## src/rtl/clk_delay_ctrl.sv

```systemverilog
// Glitch-safe tap sequencer and sweep calibrator for configurable_delay: gate, retap, settle, ungate.
// Manual apply takes GATE_CYCLES+SETTLE_CYCLES cycles; cfg_ready_o is low whenever the controller is busy.
module clk_delay_ctrl #(
    parameter int NUM_STEPS     = 8,
    parameter int DEFAULT_DELAY = 0,
    parameter int GATE_CYCLES   = 4,
    parameter int SETTLE_CYCLES = 16,
    localparam int DelW = $clog2(NUM_STEPS)
) (
    input  logic            clk_i,
    input  logic            rst_ni,
    input  logic            cfg_valid_i,
    output logic            cfg_ready_o,
    input  logic [DelW-1:0] cfg_delay_i,
    input  logic            sweep_start_i,
    output logic            eval_req_o,
    input  logic            eval_done_i,
    input  logic            eval_pass_i,
    output logic [DelW-1:0] delay_o,
    output logic            enable_o,
    output logic            busy_o,
    output logic            cal_done_o,
    output logic            cal_ok_o,
    output logic [DelW-1:0] win_lo_o,
    output logic [DelW-1:0] win_hi_o
);

    localparam int MaxCyc = (GATE_CYCLES > SETTLE_CYCLES) ? GATE_CYCLES : SETTLE_CYCLES;
    localparam int CntW   = $clog2(MaxCyc + 1);
    localparam logic [CntW-1:0] GateLast   = CntW'(GATE_CYCLES - 1);
    localparam logic [CntW-1:0] SettleLast = CntW'(SETTLE_CYCLES - 2);
    localparam logic [DelW-1:0] LastTap    = DelW'(NUM_STEPS - 1);
    localparam logic [DelW-1:0] DefTap     = DelW'(DEFAULT_DELAY);

    typedef enum logic [2:0] {IDLE, GATE, UPDATE, SETTLE, EVAL, DONE} state_t;

    state_t          state, state_nxt;
    logic [CntW-1:0] cnt;
    logic [DelW-1:0] tgt, idx, pre, lo, hi;
    logic [DelW:0]   mid_sum;
    logic            sweeping, cal_pend, win_open, win_closed, win_found;
    logic            start_sweep, cfg_fire, eval_fire, gate_end, settle_end;

    assign start_sweep = (state == IDLE) && sweep_start_i;
    assign cfg_fire    = (state == IDLE) && !sweep_start_i && cfg_valid_i;
    assign eval_fire   = (state == EVAL) && eval_done_i;
    assign gate_end    = (state == GATE) && (cnt == GateLast);
    // With a single settle cycle the UPDATE cycle itself is the whole settle time.
    assign settle_end  = (SETTLE_CYCLES == 1) ? (state == UPDATE)
                                              : ((state == SETTLE) && (cnt == SettleLast));
    assign win_found   = win_open || win_closed;
    assign mid_sum     = {1'b0, lo} + {1'b0, hi};

    always_ff @(posedge clk_i or negedge rst_ni) begin
        if (!rst_ni) state <= IDLE;
        else         state <= state_nxt;
    end

    always_comb begin
        state_nxt = state;
        case (state)
            IDLE:    if (start_sweep || cfg_fire) state_nxt = GATE;
            GATE:    if (gate_end) state_nxt = UPDATE;
            UPDATE:  state_nxt = settle_end ? (sweeping ? EVAL : IDLE) : SETTLE;
            SETTLE:  if (settle_end) state_nxt = sweeping ? EVAL : IDLE;
            EVAL:    if (eval_done_i) state_nxt = (idx == LastTap) ? DONE : GATE;
            DONE:    state_nxt = GATE;
            default: state_nxt = IDLE;
        endcase
    end

    always_comb begin
        enable_o    = (state == IDLE) || (state == EVAL) || (state == DONE);
        eval_req_o  = (state == EVAL);
        busy_o      = (state != IDLE);
        cfg_ready_o = (state == IDLE) && !sweep_start_i;
    end

    always_ff @(posedge clk_i or negedge rst_ni) begin
        if (!rst_ni) begin
            cnt <= '0;
        end else if (state_nxt != state) begin
            cnt <= '0;
        end else if ((state == GATE) || (state == SETTLE)) begin
            cnt <= cnt + 1'b1;
        end
    end

    always_ff @(posedge clk_i or negedge rst_ni) begin
        if (!rst_ni) begin
            delay_o    <= DefTap;
            tgt        <= DefTap;
            pre        <= DefTap;
            idx        <= '0;
            lo         <= '0;
            hi         <= '0;
            win_open   <= 1'b0;
            win_closed <= 1'b0;
            sweeping   <= 1'b0;
            cal_pend   <= 1'b0;
            cal_done_o <= 1'b0;
            cal_ok_o   <= 1'b0;
            win_lo_o   <= '0;
            win_hi_o   <= '0;
        end else begin
            cal_done_o <= 1'b0;
            if (start_sweep) begin
                sweeping   <= 1'b1;
                pre        <= delay_o;
                idx        <= '0;
                tgt        <= '0;
                lo         <= '0;
                hi         <= '0;
                win_open   <= 1'b0;
                win_closed <= 1'b0;
            end else if (cfg_fire) begin
                tgt <= cfg_delay_i;
            end
            // Only retap on the GATE->UPDATE edge, when the delayed clock is already gated.
            if (gate_end) delay_o <= tgt;
            if (eval_fire) begin
                if (eval_pass_i && !win_open && !win_closed) begin
                    lo       <= idx;
                    hi       <= idx;
                    win_open <= 1'b1;
                end else if (eval_pass_i && win_open) begin
                    hi <= idx;
                end else if (!eval_pass_i && win_open) begin
                    win_open   <= 1'b0;
                    win_closed <= 1'b1;
                end
                if (idx != LastTap) begin
                    idx <= idx + 1'b1;
                    tgt <= idx + 1'b1;
                end
            end
            if (state == DONE) begin
                sweeping <= 1'b0;
                cal_pend <= 1'b1;
                tgt      <= win_found ? mid_sum[DelW:1] : pre;
            end
            if (settle_end && !sweeping && cal_pend) begin
                cal_pend   <= 1'b0;
                cal_done_o <= 1'b1;
                cal_ok_o   <= win_found;
                win_lo_o   <= win_found ? lo : '0;
                win_hi_o   <= win_found ? hi : '0;
            end
        end
    end

endmodule

```

## config.mk

```make
export PLATFORM = sky130hd
export DESIGN_NAME = clk_delay_ctrl
export DESIGN_NICKNAME = d
export VERILOG_FILES = /design/src/rtl/clk_delay_ctrl.sv
export SDC_FILE = /design/constraint.sdc
export NUM_CORES = 1
export LEC_CHECK = 0
export CORE_UTILIZATION = 32
export DETAILED_ROUTE_END_ITERATION = 8
export PLACE_DENSITY = 0.51
export REMOVE_ABC_BUFFERS = 1
export SETUP_SLACK_MARGIN = 0.15
export SYNTH_ARGS = -nofsm -noshare
export SYNTH_HDL_FRONTEND = slang
export SYNTH_SLANG_ARGS = --single-unit
```

## constraint.sdc

```tcl
create_clock -name clk_i -period 4.1 [get_ports clk_i]
set_input_delay 1.23 -clock clk_i [delete_from_list [all_inputs] [get_ports clk_i]]
set_output_delay 1.23 -clock clk_i [all_outputs]
set_load 0.01 [all_outputs]
```

# == Word level (Yosys, flattened, before mapping) ==
# Cells that the tools add are included.
# W data, S select, Z words.
# totals
register_bits,38
inputBits,9
output_inout_bits,15
word_cells,99
# op_classes
addsub,3
n_eq_ne,10
mux,43
reduce_logical,27
# op_table
cell,count
$mux W3,25
$pmux W3 S6,1
$mux W1,15
$logic_and A1 B1 Y1,12
$mux W5,2
$eq A3 B3 Y1 const B,3
$eq A3 B2 Y1 const B,2
$reduce_bool A2 Y1,3
$add A5 B1 Y5 const B,1
$eq A5 B2 Y1 const B,1
$eq A5 B4 Y1 const B,1
$logic_not A1 Y1,5
$logic_or A1 B1 Y1,5
$add A3 B3 Y4,1
$add A3 B1 Y3 const B,1
$eq A3 B1 Y1 const B,1
$logic_not A3 Y1,1
$ne A3 B3 Y1,1
$ne A3 B3 Y1 const B,1
$reduce_bool A3 Y1,1

# == Depth between registers and ports, before layout ==
# Gate-level depths: netlist of the first run.
# logic_depth
word_depth,8
mapped_depth,7
ltp_nobuf,6

# == Worst setup path after synthesis of the first run ==
# No wires, ideal clock.
# synth_path
path_type,in2out
start,in sweep_start_i
end,out cfg_ready_o
arrival_time_ns,1.649
t_required_ns,2.870
slack_ns,1.221
cell_stages,1
n_path_buf,0
cell_sequence,nor4_1
# synth_between
elab_chain_cells,2
# synth_lines
element,line,source
start: declaration,15,"input logic sweep_start_i,"
$logic_not A1 Y1,76,cfg_ready_o = (state == IDLE) && !sweep_start_i;
$logic_and A1 B1 Y1,76,
end: declaration,13,"output logic cfg_ready_o,"
# No other way between the ends.

# == Worst setup path after layout of the first run ==
# Ends and elaborated chain as after synthesis.

==> flow_metrics.env, run 1 <==
export IMPL_cts_setup_buffers=0
export IMPL_length_in_cells_of_the_worst_reg_to_reg_path=6
export IMPL_postSynth_asyncResetShare=1.000
export IMPL_crit_fanout=5
export IMPL_fp_dieW_um=78.92
export IMPL_antenna_cells_inserted=0
export IMPL_clk_latency_ns=0.29
export IMPL_area_used_by_multi_input_combinational_logic_um2=893.4
export IMPL_timing_final_hold_violations=0
export IMPL_coreArea_um2=5608
export IMPL_vias=1409
export IMPL_synth_flop_cell="sky130_fd_sc_hd__dfrtp_1"
export IMPL_number_of_global_route_vias_before_repair=1323
export IMPL_total_track_usage=0.1420
export IMPL_synth_seq_area_share=0.5023
export IMPL_root_buffer="sky130_fd_sc_hd__clkbuf_8"
export IMPL_post_route_drc_violation_count=0
export IMPL_wire_per_inst_um=14.63
export IMPL_critPathMaxStageDelay_ns=0.60
export IMPL_final_max_slew_violation_count=0
export IMPL_fin_ws_ns=0.3115
export IMPL_clock_sinks=38
export IMPL_r2r_end="win_hi_o[0]$_DFFE_PN0P_"
export IMPL_timing_worst_slew_pin_value_ns=0.8657
export IMPL_synth_avg_cell_area_um2=10.70
export IMPL_synth_seq_cells=38
export IMPL_worstHoldPathCells=1
export IMPL_worst_ep_arrival_ns=2.56
export IMPL_run_status="completed"
export IMPL_cp_slowest_cell="sky130_fd_sc_hd__clkdlybuf4s50_1"
export IMPL_start_kind="input pin"
export IMPL_mostFrequentLayoutCell="sky130_fd_sc_hd__dfrtp_1"
export IMPL_yosys_cell_types_count=39
export IMPL_endpoint_kind="output pin"
export IMPL_cts_made_buffers=5
export IMPL_unrepaired_setup_endpoints_after_global_routing="no"
export IMPL_relSlewSlack=0.4229
export IMPL_floorplan_rows=27
export IMPL_fin_setup_tns_ns=0
export IMPL_timing_reg2reg_setup_slack_ns=1.94
export IMPL_worst_setup_path_class="in -> out"
export IMPL_htree_num_levels=2
export IMPL_cts_hold_fix_buffers=0
export IMPL_finalWeightedCongestion=0.7960
export IMPL_place_detailed_instances=267
export IMPL_min_from="pre[0]$_DFFE_PN0P_"
export IMPL_drtPass1Iterations=4
export IMPL_worst_hold_path_endpoint="pre[0]$_DFFE_PN0P_"
export IMPL_dp_hpwl_um=2989
export IMPL_worstReg2RegStart="cnt[0]$_DFFE_PN0P_"
export IMPL_route_antenna_remaining_nets=0
export IMPL_die_height_um=78.92
export IMPL_syn_area_um2=1893
export IMPL_port_buffers=23
export IMPL_skew_ns=0.006067
export IMPL_grt_residual_overflow=0
export IMPL_instances_no_fill=275
export IMPL_min_path_type="reg -> reg"
export IMPL_initialDrtViolationCount=103
export IMPL_min_period_ns=3.789
export IMPL_worst_setup_hold_path_clk_slew_ns=0.07
export IMPL_synthToLayoutAreaGrowth_pct=20.69
export IMPL_synthesis_instances=177
export IMPL_first_pass_grt_wire_length_um=6665
export IMPL_synth_edff_count=0
export IMPL_layout_filler_cells=583
export IMPL_leakage_nw=1.012
export IMPL_seqCellArea_um2=950.9
export IMPL_totalWireLength_um=4023
export IMPL_clk_path_buf_depth=2
export IMPL_count_of_yosys_warnings_during_synthesis=0
export IMPL_grt_antenna_before_repair=0
export IMPL_crit_chain="clkdlybuf4s50_1, nor4_2, clkdlybuf4s50_1"
export IMPL_drv_cap=0
export IMPL_critical_path_required_ns=2.87
export IMPL_tritoncts_clock_tree="yes"
export IMPL_num_nets_final=218
export IMPL_grt_start_max_net_pins=39
export IMPL_fp_dieArea_um2=6228
export IMPL_worst_path_most_repeated_cell="sky130_fd_sc_hd__clkdlybuf4s50_1"
export IMPL_max_freq_mhz=264.0
export IMPL_via_per_inst=5.124
export IMPL_power_density_nw_per_um2=451.4
export IMPL_final_layout_size_suffix_gt1_frac=0.1429
export IMPL_power_ir_vdd_worst_mv=0.2102
export IMPL_fin_hold_ws_ns=0.5075
export IMPL_dp_worst_setup_slack_ns=0.2386
export IMPL_final_cell_mix="38 x sky130_fd_sc_hd__dfrtp_1, 22 x sky130_fd_sc_hd__clkdlybuf4s50_1, 15 x sky130_fd_sc_hd__nand2_1"
export IMPL_effective_utilization_at_floorplan=0.3376
export IMPL_period_share=0.9240
export IMPL_cts_repair_resize_count=0
export IMPL_number_of_top_level_design_ports=24
export IMPL_final_setup_viol_count=0
==> cell families (layout without fill, tap and decap cells) <==
kind of cell    Yosys count  count (layout)  synth area share
fa+ha+maj                 7               7           0.05023
flops                    38              38            0.5023
buf+inv                  14              40           0.02908
mux                      17              17            0.1044
compound gates           36              36            0.1282
xor+xnor                  2               2          0.009255
simple gates             63              63            0.1765
==> per-stage QoR <==
stage | power [W] | instance area, µm² | util
3_5_place_dp | 0.0007765 | 2187 | 0.3900
6_report | 0.001031 | 2285 | 0.4074
2_1_floorplan | 0.0006714 | 1872 | -
3_3_place_gp | 0.0007617 | 2187 | 0.3900
4_1_cts | 0.001046 | 2278 | 0.4063
5_1_grt | 0.001101 | 2285 | 0.4074
==> area by class of cell <==
class,count,area share
flip-flops and latches,38,0.4162
multi-input cells,125,0.3910
repair buffers,23,0.09858
well taps,72,0.03943
clock buffers,7,0.03779
inverters,9,0.01479
clock inverters,1,0.002191
==> critical path: cells and delay by family <==
kind	cells	cell delay (ns)
buf+inv	2	1.10
simple gates	1	0.24
==> sequential cells by signal, summed over array words and instances, names as in the netlist <==
name / cells
lo: 3
cal_ok_o: 1
cal_pend: 1
win_hi_o: 3
pre: 3
win_lo_o: 3
tgt: 3
hi: 3
cnt: 5
win_closed: 1
idx: 3
state: 3
cal_done_o: 1
delay_o: 3
sweeping: 1
win_open: 1
==> layer usage <==
metal	share of wire	wire length, µm	global-route usage	vias up
met5	0	0	0	-
met4	0.012	49	0.04909	0
met3	0.044	177	0.03218	4
met2	0.47	1878	0.2104	29
met1	0.48	1916	0.2029	689
li1	-	-	-	687
==> power breakdown <==
group	switching [W]	total, W	internal [W]	leakage, nW
clock network	0.000126	0.000261	0.000136	0.0482
logic	0.000122	0.000260	0.000138	0.452
registers	0.0000738	0.000510	0.000436	0.511
total	0.000322	0.00103	0.000710	1.01
==> synth_stat cells, types with 2 or more instances <==
| cell | number | area share |
|---|---|---|
| sky130_fd_sc_hd__nand2b_1 | 3 | 0.0099 |
| sky130_fd_sc_hd__ha_1 | 6 | 0.040 |
| sky130_fd_sc_hd__a21oi_1 | 5 | 0.013 |
| sky130_fd_sc_hd__and2_1 | 6 | 0.020 |
| sky130_fd_sc_hd__a22o_1 | 3 | 0.014 |
| sky130_fd_sc_hd__nor2_1 | 13 | 0.026 |
| sky130_fd_sc_hd__nand4_1 | 2 | 0.0066 |
| sky130_fd_sc_hd__nand3_1 | 7 | 0.019 |
| sky130_fd_sc_hd__mux2_2 | 10 | 0.059 |
| sky130_fd_sc_hd__xor2_1 | 2 | 0.0093 |
| sky130_fd_sc_hd__nor4_1 | 3 | 0.0099 |
| sky130_fd_sc_hd__clkbuf_1 | 3 | 0.0059 |
| sky130_fd_sc_hd__mux2_4 | 3 | 0.024 |
| sky130_fd_sc_hd__buf_2 | 2 | 0.0053 |
| sky130_fd_sc_hd__mux2i_1 | 4 | 0.021 |
| sky130_fd_sc_hd__o221ai_1 | 3 | 0.014 |
| sky130_fd_sc_hd__o22ai_1 | 3 | 0.0099 |
| sky130_fd_sc_hd__nor3_1 | 3 | 0.0079 |
| sky130_fd_sc_hd__dfrtp_1 | 38 | 0.50 |
| sky130_fd_sc_hd__inv_1 | 9 | 0.018 |
| sky130_fd_sc_hd__nor2b_1 | 4 | 0.013 |
| sky130_fd_sc_hd__nand2_1 | 15 | 0.030 |
| sky130_fd_sc_hd__o21ai_0 | 14 | 0.037 |
==> worst max path at each step <==
stage                  startpoint          end  cells after the start
floorplan           sweep_start_i  cfg_ready_o                      1
global placement    sweep_start_i  cfg_ready_o                      3
detailed placement  sweep_start_i  cfg_ready_o                      3
CTS                 sweep_start_i  cfg_ready_o                      3
global route        sweep_start_i  cfg_ready_o                      3
finish              sweep_start_i  cfg_ready_o                      3
(Power assumes the default switching activity.)
==> inputs of run 2 (changes only) <==
Settings changed: GPL_ROUTABILITY_DRIVEN from default to 0, PLACE_DENSITY 0.51 to 0.53.
Clock period 4.1 ns to 3 ns, I/O delays scaled along.
==> flow_metrics.env, run 2 (synthesized netlist as in run 1, its figures left out) <==
export IMPL_largest_register_ffs=5
export IMPL_initialDrtViolationCount=71
export IMPL_timing_worst_slew_pin_value_ns=0.8349
export IMPL_final_setup_viol_count=0
export IMPL_instances_no_fill=278
export IMPL_endpoint_kind="output pin"
export IMPL_cts_setup_buffers=0
export IMPL_timing_reg2reg_setup_slack_ns=0.79
export IMPL_port_buffers=23
export IMPL_cts_repair_resize_count=1
export IMPL_unrepaired_setup_endpoints_after_global_routing="no"
export IMPL_timing_final_hold_violations=0
export IMPL_r2r_end="win_lo_o[1]$_DFFE_PN0P_"
export IMPL_layout_core_utilization=0.4119
export IMPL_first_pass_grt_wire_length_um=6706
export IMPL_tritoncts_clock_tree="yes"
export IMPL_totalWireLength_um=3891
export IMPL_root_buffer="sky130_fd_sc_hd__clkbuf_8"
export IMPL_wire_per_inst_um=14.00
export IMPL_antenna_cells_inserted=0
export IMPL_worst_ep_arrival_ns=1.86
export IMPL_worst_hold_path_endpoint="cal_pend$_DFFE_PN0P_"
export IMPL_min_from="cal_pend$_DFFE_PN0P_"
export IMPL_htree_num_levels=2
export IMPL_via_per_inst=5.032
export IMPL_min_period_ns=2.757
export IMPL_die_height_um=78.92
export IMPL_worstReg2RegStart="state[0]$_DFF_PN0_"
export IMPL_post_route_drc_violation_count=0
export IMPL_grt_residual_overflow=0
export IMPL_number_of_top_level_design_ports=24
export IMPL_run_status="completed"
export IMPL_power_density_nw_per_um2=614.0
export IMPL_leakage_nw=1.030
export IMPL_synthToLayoutAreaGrowth_pct=22.01
export IMPL_floorplan_rows=27
export IMPL_final_cell_mix="38 x sky130_fd_sc_hd__dfrtp_1, 21 x sky130_fd_sc_hd__clkdlybuf4s50_1, 15 x sky130_fd_sc_hd__nand2_1"
export IMPL_grt_antenna_before_repair=0
export IMPL_effective_utilization_at_floorplan=0.3376
export IMPL_number_of_global_route_vias_before_repair=1371
export IMPL_fin_setup_tns_ns=0
export IMPL_critPathMaxStageDelay_ns=0.55
export IMPL_max_freq_mhz=362.7
export IMPL_route_antenna_remaining_nets=0
export IMPL_min_path_type="reg -> reg"
export IMPL_final_layout_size_suffix_gt1_frac=0.1602
export IMPL_period_share=0.9191
export IMPL_drv_cap=0
export IMPL_mostFrequentLayoutCell="sky130_fd_sc_hd__dfrtp_1"
export IMPL_relSlewSlack=0.4434
export IMPL_timing_critical_path_depth=3
export IMPL_clock_sinks=38
export IMPL_coreArea_um2=5608
export IMPL_cts_hold_fix_buffers=0
export IMPL_vias=1399
export IMPL_crit_family="flip-flops"
export IMPL_start_kind="register"
export IMPL_total_track_usage=0.1408
export IMPL_crit_fanout=15
export IMPL_cp_slowest_cell="sky130_fd_sc_hd__dfrtp_1"
export IMPL_num_nets_final=221
export IMPL_crit_chain="nor2_1, and2_1, clkdlybuf4s50_1"
export IMPL_worst_setup_hold_path_clk_slew_ns=0.07
export IMPL_grt_start_max_net_pins=39
export IMPL_worstHoldPathCells=2
export IMPL_dp_hpwl_um=2910
export IMPL_worst_setup_path_class="reg -> out"
export IMPL_fp_dieArea_um2=6228
export IMPL_drtPass1Iterations=4
export IMPL_largest_register="cnt"
export IMPL_critical_path_required_ns=2.10
export IMPL_cts_made_buffers=5
export IMPL_final_max_slew_violation_count=0
export IMPL_length_in_cells_of_the_worst_reg_to_reg_path=4
export IMPL_clk_path_buf_depth=2
export IMPL_power_ir_vdd_worst_mv=0.3579
export IMPL_fp_dieW_um=78.92
export IMPL_skew_ns=0.008816
export IMPL_place_detailed_instances=270
export IMPL_clk_latency_ns=0.29
export IMPL_critPathBufInv=1
[run 2: final cells by class]
cell class	instances	area, µm²
clock inverters	2	12.51
inverters	9	33.78
fillers	568	3298
clock buffers	6	82.58
repair buffers	26	246.5
flip-flops and latches	38	950.9
multi-input cells	125	893.4
well taps	72	90.09
[run 2: through the flow]
| stage | setup slack [ns] | total power, W | area, µm² | hold WS, ns |
|---|---|---|---|---|
| 3_3_place_gp | -0.05330 | 0.001061 | 2210 | 0.4853 |
| 6_report | 0.2426 | 0.001418 | 2310 | 0.5039 |
| 2_1_floorplan | 0.7806 | 0.0009175 | 1872 | 0.4583 |
| 3_5_place_dp | -0.07770 | 0.001063 | 2210 | 0.4829 |
| 5_1_grt | 0.1545 | 0.001513 | 2310 | 0.5358 |
| 4_1_cts | 0.2246 | 0.001434 | 2303 | 0.5075 |
[run 2: power breakdown]
part	total (W)	leakage [nW]	internal, W	switching [W]
clock network	0.000366	0.0472	0.000185	0.000182
registers	0.000684	0.511	0.000596	0.0000879
logic	0.000368	0.472	0.000194	0.000174
[run 2: worst reg2reg max path, stage by stage, from the launching register on]
cell and delay, ns:
sky130_fd_sc_hd__dfrtp_1 0.63, sky130_fd_sc_hd__nand2_1 0.10, sky130_fd_sc_hd__nor3_1 0.46, sky130_fd_sc_hd__and4b_1 0.53
sky130_fd_sc_hd__mux2_2 0.38
[run 2: worst max-delay path by stage]
stage | from | endpoint | slack, ns
floorplan | sweep_start_i | cfg_ready_o | 0.78
global placement | sweep_start_i | cfg_ready_o | -0.05
detailed placement | sweep_start_i | cfg_ready_o | -0.08
CTS | sweep_start_i | cfg_ready_o | 0.22
global route | state[0]$_DFF_PN0_ | eval_req_o | 0.15
finish | state[0]$_DFF_PN0_ | eval_req_o | 0.24
[run 2: metal layers]
| layer | wire [µm] | share of wire | vias up | GRT usage |
|---|---|---|---|---|
| li1 | - | - | 693 | - |
| met1 | 1989 | 0.51 | 671 | 0.1985 |
| met5 | 0 | 0 | - | 0 |
| met2 | 1723 | 0.44 | 30 | 0.2174 |
| met3 | 129 | 0.033 | 5 | 0.03103 |
| met4 | 48 | 0.012 | 0 | 0.03818 |
==> inputs of run 3 (changes only) <==
Settings changed: GPL_TIMING_DRIVEN from default to 0.
==> flow_metrics.env, run 3 (synthesized netlist as in run 1, its figures left out) <==
export IMPL_effective_utilization_at_floorplan=0.3376
export IMPL_worst_setup_hold_path_clk_slew_ns=0.07
export IMPL_initialDrtViolationCount=84
export IMPL_num_nets_final=219
export IMPL_post_route_drc_violation_count=0
export IMPL_root_buffer="sky130_fd_sc_hd__clkbuf_8"
export IMPL_vias=1407
export IMPL_dp_worst_setup_slack_ns=-0.1972
export IMPL_total_track_usage=0.1416
export IMPL_period_share=0.9029
export IMPL_largest_register="cnt"
export IMPL_via_per_inst=5.098
export IMPL_min_period_ns=2.709
export IMPL_critPathMaxStageDelay_ns=0.57
export IMPL_antenna_cells_inserted=0
export IMPL_clk_latency_ns=0.29
export IMPL_number_of_global_route_vias_before_repair=1342
export IMPL_drtPass1Iterations=4
export IMPL_clock_sinks=38
export IMPL_totalWireLength_um=3921
export IMPL_fin_setup_tns_ns=0
export IMPL_leakage_nw=1.033
export IMPL_cts_hold_fix_buffers=0
export IMPL_floorplan_rows=27
export IMPL_grt_most_used_layer="met2"
export IMPL_gr_usage_met3=0.03678
export IMPL_final_layout_size_suffix_gt1_frac=0.1569
export IMPL_worst_ep_arrival_ns=1.81
export IMPL_power_density_nw_per_um2=640.0
export IMPL_final_setup_viol_count=0
export IMPL_coreArea_um2=5608
export IMPL_layout_core_utilization=0.4134
export IMPL_port_buffers=23
export IMPL_critical_path_required_ns=2.10
export IMPL_design_power_total_w=0.001484
export IMPL_number_of_top_level_design_ports=24
export IMPL_grt_use_met1=0.1921
export IMPL_drv_cap=0
export IMPL_die_height_um=78.92
export IMPL_final_cell_mix="38 x sky130_fd_sc_hd__dfrtp_1, 20 x sky130_fd_sc_hd__clkdlybuf4s50_1, 15 x sky130_fd_sc_hd__nand2_1"
export IMPL_layout_filler_cells=584
export IMPL_critPathBufInv=2
export IMPL_start_kind="register"
export IMPL_crit_chain="nor3_1, inv_1, clkdlybuf4s50_1"
export IMPL_skew_ns=0.006867
export IMPL_final_max_slew_violation_count=0
export IMPL_dp_hpwl_um=2817
export IMPL_min_path_type="reg -> reg"
export IMPL_endpoint_kind="output pin"
export IMPL_timing_worst_slew_pin_value_ns=0.8891
export IMPL_max_freq_mhz=369.2
export IMPL_dpl_cell_area_um2=2187
export IMPL_wire_per_inst_um=14.21
export IMPL_power_ir_vdd_worst_mv=0.2898
export IMPL_timing_final_hold_violations=0
export IMPL_relSlewSlack=0.4018
export IMPL_finish_instance_area_um2=2318
export IMPL_clk_path_buf_depth=2
export IMPL_tritoncts_clock_tree="yes"
export IMPL_unrepaired_setup_endpoints_after_global_routing="no"
export IMPL_worst_setup_path_class="reg -> out"
export IMPL_cts_made_buffers=5
export IMPL_crit_fanout=16
export IMPL_mostFrequentLayoutCell="sky130_fd_sc_hd__dfrtp_1"
export IMPL_run_status="completed"
export IMPL_synthToLayoutAreaGrowth_pct=22.47
export IMPL_cp_slowest_cell="sky130_fd_sc_hd__dfrtp_1"
export IMPL_route_antenna_remaining_nets=0
export IMPL_fin_ws_ns=0.2914
export IMPL_largest_register_ffs=5
export IMPL_grt_residual_overflow=0
export IMPL_grt_start_max_net_pins=39
export IMPL_fp_dieArea_um2=6228
export IMPL_htree_num_levels=2
export IMPL_met2_usage=0.2104
export IMPL_first_pass_grt_wire_length_um=6699
export IMPL_fp_dieW_um=78.92
export IMPL_grt_antenna_before_repair=0
export IMPL_crit_family="flip-flops"
==> run 3: path summary, 6_finish.rpt <==
path,from,endpoint,slack [ns],cells past startpoint
hold reg to reg,sweeping$_DFFE_PN0P_,sweeping$_DFFE_PN0P_,0.51,2
min in group asynchronous,rst_ni,tgt[2]$_DFF_PN0_,0.71,1
max in group asynchronous,rst_ni,pre[1]$_DFFE_PN0P_,1.75,1
hold / removal,sweeping$_DFFE_PN0P_,sweeping$_DFFE_PN0P_,0.51,2
setup reg to reg,state[2]$_DFF_PN0_,idx[0]$_DFF_PN0_,0.84,4
setup / recovery,state[1]$_DFF_PN0_,busy_o,0.29,3
==> run 3: layout make-up <==
| type | instances | area (µm²) | share of cell area |
|---|---|---|---|
| clock inverters | 3 | 45.04 | 0.01943 |
| inverters | 9 | 33.78 | 0.01457 |
| well taps | 72 | 90.09 | 0.03886 |
| clock buffers | 5 | 68.82 | 0.02968 |
| multi-input cells | 125 | 895.9 | 0.3864 |
| flip-flops and latches | 38 | 950.9 | 0.4101 |
| repair buffers | 24 | 234.0 | 0.1009 |
==> run 3: per-layer routing <==
| metal | routed length (µm) | part of all wire |
|---|---|---|
| met5 | 0 | 0 |
| met4 | 89 | 0.023 |
| met3 | 206 | 0.053 |
| met2 | 1765 | 0.45 |
| met1 | 1859 | 0.47 |
==> run 3: power breakdown <==
part,leakage (nW),internal (W),switching (W)
Sequential,0.511,0.000596,0.000103
Combinational,0.471,0.000187,0.000160
Clock,0.0504,0.000247,0.000190
Total,1.03,0.00103,0.000453
==> run 3: timing repair <==
item,4_1_cts,5_1_grt
pin swaps,0,1
endpoints found under the setup margin,1,2
gates resized for setup,2,2
buffers inserted,0,1
==> run 3: worst register-to-register path: stages, from the launching register on <==
cell,delay (ns)
sky130_fd_sc_hd__dfrtp_1,0.67
sky130_fd_sc_hd__nand2_1,0.20
sky130_fd_sc_hd__nor4_1,0.72
sky130_fd_sc_hd__a21oi_1,0.20
sky130_fd_sc_hd__a21bo_2,0.27
==> run 3: through the flow <==
step           hold slack (ns)  cells
2_1_floorplan           0.4583    172
3_3_place_gp            0.4851    267
3_5_place_dp            0.4919    267
4_1_cts                 0.5069    275
5_1_grt                 0.5326    276
6_report                0.5062    276
